**config.mk**
```make
export PLATFORM = sky130hd
export DESIGN_NAME = universal_shift_reg_nbit
export DESIGN_NICKNAME = d
export VERILOG_FILES = /design/src/rtl/usr_pkg.sv /design/src/rtl/usr_step.sv /design/src/rtl/universal_shift_reg_nbit.sv
export SDC_FILE = /design/constraint.sdc
export NUM_CORES = 1
export LEC_CHECK = 0
export ABC_AREA = 1
export CORE_ASPECT_RATIO = 0.8
export CORE_UTILIZATION = 45
export DETAILED_ROUTE_END_ITERATION = 7
export GPL_TIMING_DRIVEN = 0
export HOLD_SLACK_MARGIN = 0.15
export PLACE_DENSITY = 0.8
export RECOVER_POWER = 100
export SYNTH_ARGS = -nofsm -noshare
export SYNTH_HDL_FRONTEND = slang
export SYNTH_HIERARCHICAL = 1
export SYNTH_SLANG_ARGS = --single-unit
```
**constraint.sdc**
```tcl
create_clock -name clk -period 5.41 [get_ports clk]
set_clock_uncertainty 0.2 [all_clocks]
set_input_delay 0.541 -clock clk [delete_from_list [all_inputs] [get_ports clk]]
set_output_delay 0.541 -clock clk [all_outputs]
set_load 0.1 [all_outputs]
```
**src/rtl/usr_pkg.sv**
```systemverilog
// Shared encodings for the universal shift register.
// Mode codes, FSM states and a mode classifier.
package usr_pkg;

  localparam logic [2:0] MODE_HOLD = 3'b000;
  localparam logic [2:0] MODE_LOAD = 3'b001;
  localparam logic [2:0] MODE_SHL  = 3'b010;
  localparam logic [2:0] MODE_SHR  = 3'b011;
  localparam logic [2:0] MODE_ROL  = 3'b100;
  localparam logic [2:0] MODE_ROR  = 3'b101;
  localparam logic [2:0] MODE_ASR  = 3'b110;
  localparam logic [2:0] MODE_RSVD = 3'b111;

  typedef enum logic {
    ST_IDLE  = 1'b0,
    ST_SHIFT = 1'b1
  } state_t;

  function automatic logic is_shift(
    input logic [2:0] m
  );
    return m inside {MODE_SHL, MODE_SHR,
                     MODE_ROL, MODE_ROR,
                     MODE_ASR};
  endfunction

endpackage

```
**src/rtl/usr_step.sv**
```systemverilog
// One shift/rotate step of an N-bit word.
// Pure combinational; non-shift modes pass q through.
module usr_step
  import usr_pkg::*;
#(
  parameter int N = 16
) (
  input  logic [N-1:0] q,
  input  logic [2:0]   mode,
  input  logic         fill,
  output logic [N-1:0] q_nxt,
  output logic         out_bit
);

  // select the single-step result for the mode
  always_comb begin
    q_nxt   = q;
    out_bit = 1'b0;
    case (mode)
      MODE_SHL: begin
        q_nxt   = {q[N-2:0], fill};
        out_bit = q[N-1];
      end
      MODE_SHR: begin
        q_nxt   = {fill, q[N-1:1]};
        out_bit = q[0];
      end
      MODE_ROL: begin
        q_nxt   = {q[N-2:0], q[N-1]};
        out_bit = q[N-1];
      end
      MODE_ROR: begin
        q_nxt   = {q[0], q[N-1:1]};
        out_bit = q[0];
      end
      MODE_ASR: begin
        q_nxt   = {q[N-1], q[N-1:1]};
        out_bit = q[0];
      end
      default: ;
    endcase
  end

endmodule

```
**src/rtl/universal_shift_reg_nbit.sv**
```systemverilog
// N-bit register with load and multi-step shift/rotate.
// The counter holds the steps still to run after the first.
module universal_shift_reg_nbit
  import usr_pkg::*;
#(
  parameter  int N  = 16,
  localparam int AW = $clog2(N+1)
) (
  input  logic          clk,
  input  logic          reset_al_in,
  input  logic          start_in,
  input  logic [2:0]    mode_in,
  input  logic [AW-1:0] amount_in,
  input  logic          ser_in,
  input  logic [N-1:0]  d_in,
  output logic [N-1:0]  q_out,
  output logic          ser_out,
  output logic          busy_out,
  output logic          done_out
);

  state_t        state, state_nxt;
  logic [AW-1:0] cnt, cnt_nxt;
  logic [2:0]    mode_r, mode_nxt;
  logic          fill_r, fill_nxt;
  logic [N-1:0]  q_r, q_nxt;
  logic          ser_r, ser_nxt;
  logic          done_r, done_nxt;

  logic          idle;
  logic [2:0]    step_mode;
  logic          step_fill;
  logic [N-1:0]  step_q;
  logic          step_out;

  assign idle      = (state == ST_IDLE);
  assign step_mode = idle ? mode_in : mode_r;
  assign step_fill = idle ? ser_in  : fill_r;

  usr_step #(.N(N)) u_step (
    .q       (q_r),
    .mode    (step_mode),
    .fill    (step_fill),
    .q_nxt   (step_q),
    .out_bit (step_out)
  );

  // next-state, datapath and done decode
  always_comb begin
    state_nxt = state;
    cnt_nxt   = cnt;
    mode_nxt  = mode_r;
    fill_nxt  = fill_r;
    q_nxt     = q_r;
    ser_nxt   = ser_r;
    done_nxt  = 1'b0;
    unique case (state)
      ST_IDLE: begin
        if (start_in) begin
          if (mode_in == MODE_LOAD) begin
            q_nxt    = d_in;
            done_nxt = 1'b1;
          end else if (is_shift(mode_in)) begin
            if (amount_in == '0) begin
              done_nxt = 1'b1;
            end else begin
              q_nxt    = step_q;
              ser_nxt  = step_out;
              mode_nxt = mode_in;
              fill_nxt = ser_in;
              cnt_nxt  = amount_in - 1'b1;
              if (amount_in == AW'(1))
                done_nxt  = 1'b1;
              else
                state_nxt = ST_SHIFT;
            end
          end
        end
      end
      ST_SHIFT: begin
        q_nxt   = step_q;
        ser_nxt = step_out;
        cnt_nxt = cnt - 1'b1;
        if (cnt == AW'(1)) begin
          state_nxt = ST_IDLE;
          done_nxt  = 1'b1;
        end
      end
      default: state_nxt = ST_IDLE;
    endcase
  end

  // state and output registers
  always_ff @(posedge clk or negedge reset_al_in) begin
    if (!reset_al_in) begin
      state  <= ST_IDLE;
      cnt    <= '0;
      mode_r <= MODE_HOLD;
      fill_r <= 1'b0;
      q_r    <= '0;
      ser_r  <= 1'b0;
      done_r <= 1'b0;
    end else begin
      state  <= state_nxt;
      cnt    <= cnt_nxt;
      mode_r <= mode_nxt;
      fill_r <= fill_nxt;
      q_r    <= q_nxt;
      ser_r  <= ser_nxt;
      done_r <= done_nxt;
    end
  end

  assign q_out    = q_r;
  assign ser_out  = ser_r;
  assign busy_out = (state == ST_SHIFT);
  assign done_out = done_r;

endmodule

```
==> results.py <==
metrics = {
    "timing": {
        "max_freq_mhz": 249,
        "drv_slew": 29,
        "setup_viol": 0,
        "grt_setup_unrepaired": "false",
        "finalCriticalPeriod_ns": 4.01,
        "slew_headroom_pct": -7.46,
        "min_period_over_period_pct": 74.1,
        "worst_slew_pin_slew_ns": 1.61,
        "hold_viol": 0,
        "setup_tns_ns": 0,
    },
    "critical_path": {
        "cp_max_fo": 10,
        "startpoint_type": "input pin",
        "reg2reg_from": "busy_out",
        "path_class": "in2reg",
        "reg2regPathDepth": 14,
        "crit_path_end": "q_out[2]",
        "end_kind": "register",
        "cp-startpoint": "mode_in[0]",
        "crit_arrival_ns": 4.03,
        "r2r-end": "q_out[2]",
        "r2r_slack_ns": 1.51,
        "cp.required_ns": 5.43,
    },
    "routing": {
        "finalWirelength_um": 6010,
        "first_pass_iters": 4,
        "avgRoutedWirePerCell_um": 12.4,
        "drt_iter0_drc": 211,
        "vias": 2440,
        "drcViolationCount": 0,
        "drtAntennaViolNets": 0,
        "vias_per_cell": 5.03,
    },
    "yosys": {
        "synthDominantCellAreaShare_pct": 31.9,
        "synth_area_per_cell_um2": 6.16,
        "synthesis.nets": 406,
        "synth_common_cells": "196 x nand2_1, 48 x nand3_1, 28 x dfrtp_1, 21 x inv_1, 11 x nor2_1",
        "yosysSeqAreaShare_pct": 30.4,
        "yosys.cell_types.count": 29,
        "synth_most_common_cell": "nand2_1",
        "ys_ff_latch": 28,
        "ys.flop_type": "dfrtp_1",
        "synthesis.area_um2": 2300,
        "syn_inst": 374,
        "synth_edf_count": 0,
        "yosysTopAreaCell": "nand2_1",
        "async_flop_share_pct": 100,
        "yosys-top-cells-area": "nand2_1 32%, dfrtp_1 30%, nand3_1 10%",
        "yosys_warnings": 6,
    },
    "global_route": {
        "grt_usage_pct": 24.8,
        "grt_start_max_net_pins": 29,
        "antenna_found_initial": 0,
        "grt_pass1_vias": 2282,
        "grt_pass1_wl_um": 10400,
        "gr-total-overflow": 0,
    },
    "placed_design": {
        "gp_congestion": 0.869,
        "dpl_cell_area_um2": 2840,
        "dp_hpwl_um": 4350,
        "port_buffers": 46,
    },
    "power": {
        "power_density_nw_per_um2": 640,
        "p_leak_nw": 1.60,
        "power_mw": 1.82,
        "max-vdd-ir-drop_mv": 0.392,
    },
    "final_layout": {
        "drive_gt1_share_pct": 6.12,
        "fin_nets": 458,
        "nFillCells": 482,
        "postLayoutCellArea_um2": 2840,
        "syn2layout_area_growth_pct": 23.5,
        "antenna_cells": 0,
    },
    "clock_network": {
        "cts_hold_buffers": 0,
        "cts_repair_resize_count": 0,
        "htreeDepth": 1,
        "clkTransAtPathRegs_ns": 0.11,
        "cts_max_path_buffers": 2,
        "cts_tree": "yes",
        "cts_root_buf": "clkbuf_8",
        "clk_latency_ns": 0.28,
        "cts_sinks": 28,
        "post_cts_buffers": 0,
        "cts_buffers": 3,
    },
    "floorplanning": {
        "dieHeight_um": 66.0,
        "core.rowCount": 22,
        "ioPinCount": 47,
        "die-area_um2": 5410,
        "start_util_pct": 48.4,
        "die_w_um": 82.0,
        "core_area_um2": 4760,
    },
    "run_status": {
        "outcome": "finished with violations",
        "failed_checks": "capacitance limit, slew limit",
    },
    "min_path": {
        "whs_path_depth": 2,
        "hold_path.class": "reg2reg",
    },
    "flow_run": {
        "drv_cap": 1,
    },
}
area by class of cell:
class,instances,area [µm²],share of cell area [%]
Multi-Input combinational cell,297,1300,45.6
Sequential cell,28,701,24.6
Timing Repair Buffer,47,464,16.3
Inverter,35,131,4.62
Buffer,14,104,3.65
Tap cell,60,75.1,2.64
Clock buffer,3,41.3,1.45
Clock inverter,1,30.0,1.06
flip-flops by register name (all words and copies together), names as in the netlist:
name and flops:
busy_out 1, cnt 5, done_out 1, fill_r 1
mode_r 3, q_out 16, ser_out 1
per-stage QoR:
stage | hold WS, ns | cells | setup WS [ns] | util [%]
after floorplan | 0.0454 | 374 | 2.44 | -
after global placement | 0.256 | 480 | 2.23 | 59.6
after detailed placement | 0.262 | 480 | 2.18 | 59.6
after CTS | 0.287 | 484 | 2.43 | 61.1
after global routing | 0.325 | 485 | 1.18 | 59.7
final | 0.279 | 485 | 1.40 | 59.7
cells by family after synthesis:
family	after synthesis	synth area share (%)
DFF	28	30.4
xor gates and xnor gates	1	0.380
buffers and inverters	49	10.7
muxes	1	0.435
adders and majority gates	4	2.17
AOI/OAI and AO/OA	12	2.61
and+or+nand+nor	279	53.3
where the power goes:
| group | switching (mW) | leakage, nW | internal, mW | total, mW |
|---|---|---|---|---|
| sequential | 0.0783 | 0.360 | 0.293 | 0.371 |
| clock | 0.0695 | 0.0357 | 0.0992 | 0.169 |
| combinational | 0.905 | 1.21 | 0.376 | 1.28 |
worst min path at each step:
stage           startpoint   endpoint  slack (ns)
2_1_floorplan  reset_al_in   busy_out        0.05
3_3_place_gp     mode_r[2]  mode_r[2]        0.26
3_5_place_dp     mode_r[1]  mode_r[1]        0.26
4_1_cts          mode_r[1]  mode_r[1]        0.29
5_1_grt            ser_out    ser_out        0.32
6_report           ser_out    ser_out        0.28
placed cells by master (no fill, tap or decap):
cell,n
mux2i_1,1
xnor2_1,1
nand2_1,198
buf_1,1
o21ai_1,1
o21ai_0,9
dlygate4sd3_1,21
inv_2,4
nand3_1,50
or2_2,1
nand3_2,2
buf_6,5
nand4_1,8
clkbuf_1,4
buf_2,2
clkdlybuf4s50_1,25
nor3_1,1
dfrtp_1,28
clkinv_1,9
buf_4,3
nor2_2,1
ha_1,4
clkbuf_8,3
a21oi_1,2
nand2_2,2
nand2_4,2
bufinv_16,1
nor2_1,14
inv_1,22
critical path: stages:
cell,delay (ns)
dlygate4sd3_1,0.59
inv_1,0.08
o21ai_0,0.55
inv_1,0.29
nand3_1,0.19
nand3_1,0.31
nor2_1,0.47
clkbuf_1,0.44
nand2_1,0.16
nand2_1,0.12
nand2_1,0.06
nand2_1,0.07
nand3_1,0.07
nand2_1,0.07
layer usage:
metal / GRT usage [%] / vias up / wire length [µm]
met1: 33.8 / 1099 / 2830
met4: 4.82 / 0 / 50
met2: 41.5 / 73 / 2770
met3: 3.72 / 4 / 359
li1: - / 1264 / -
met5: 0 / - / 0
Note: power is estimated with default switching activity, not from simulation.
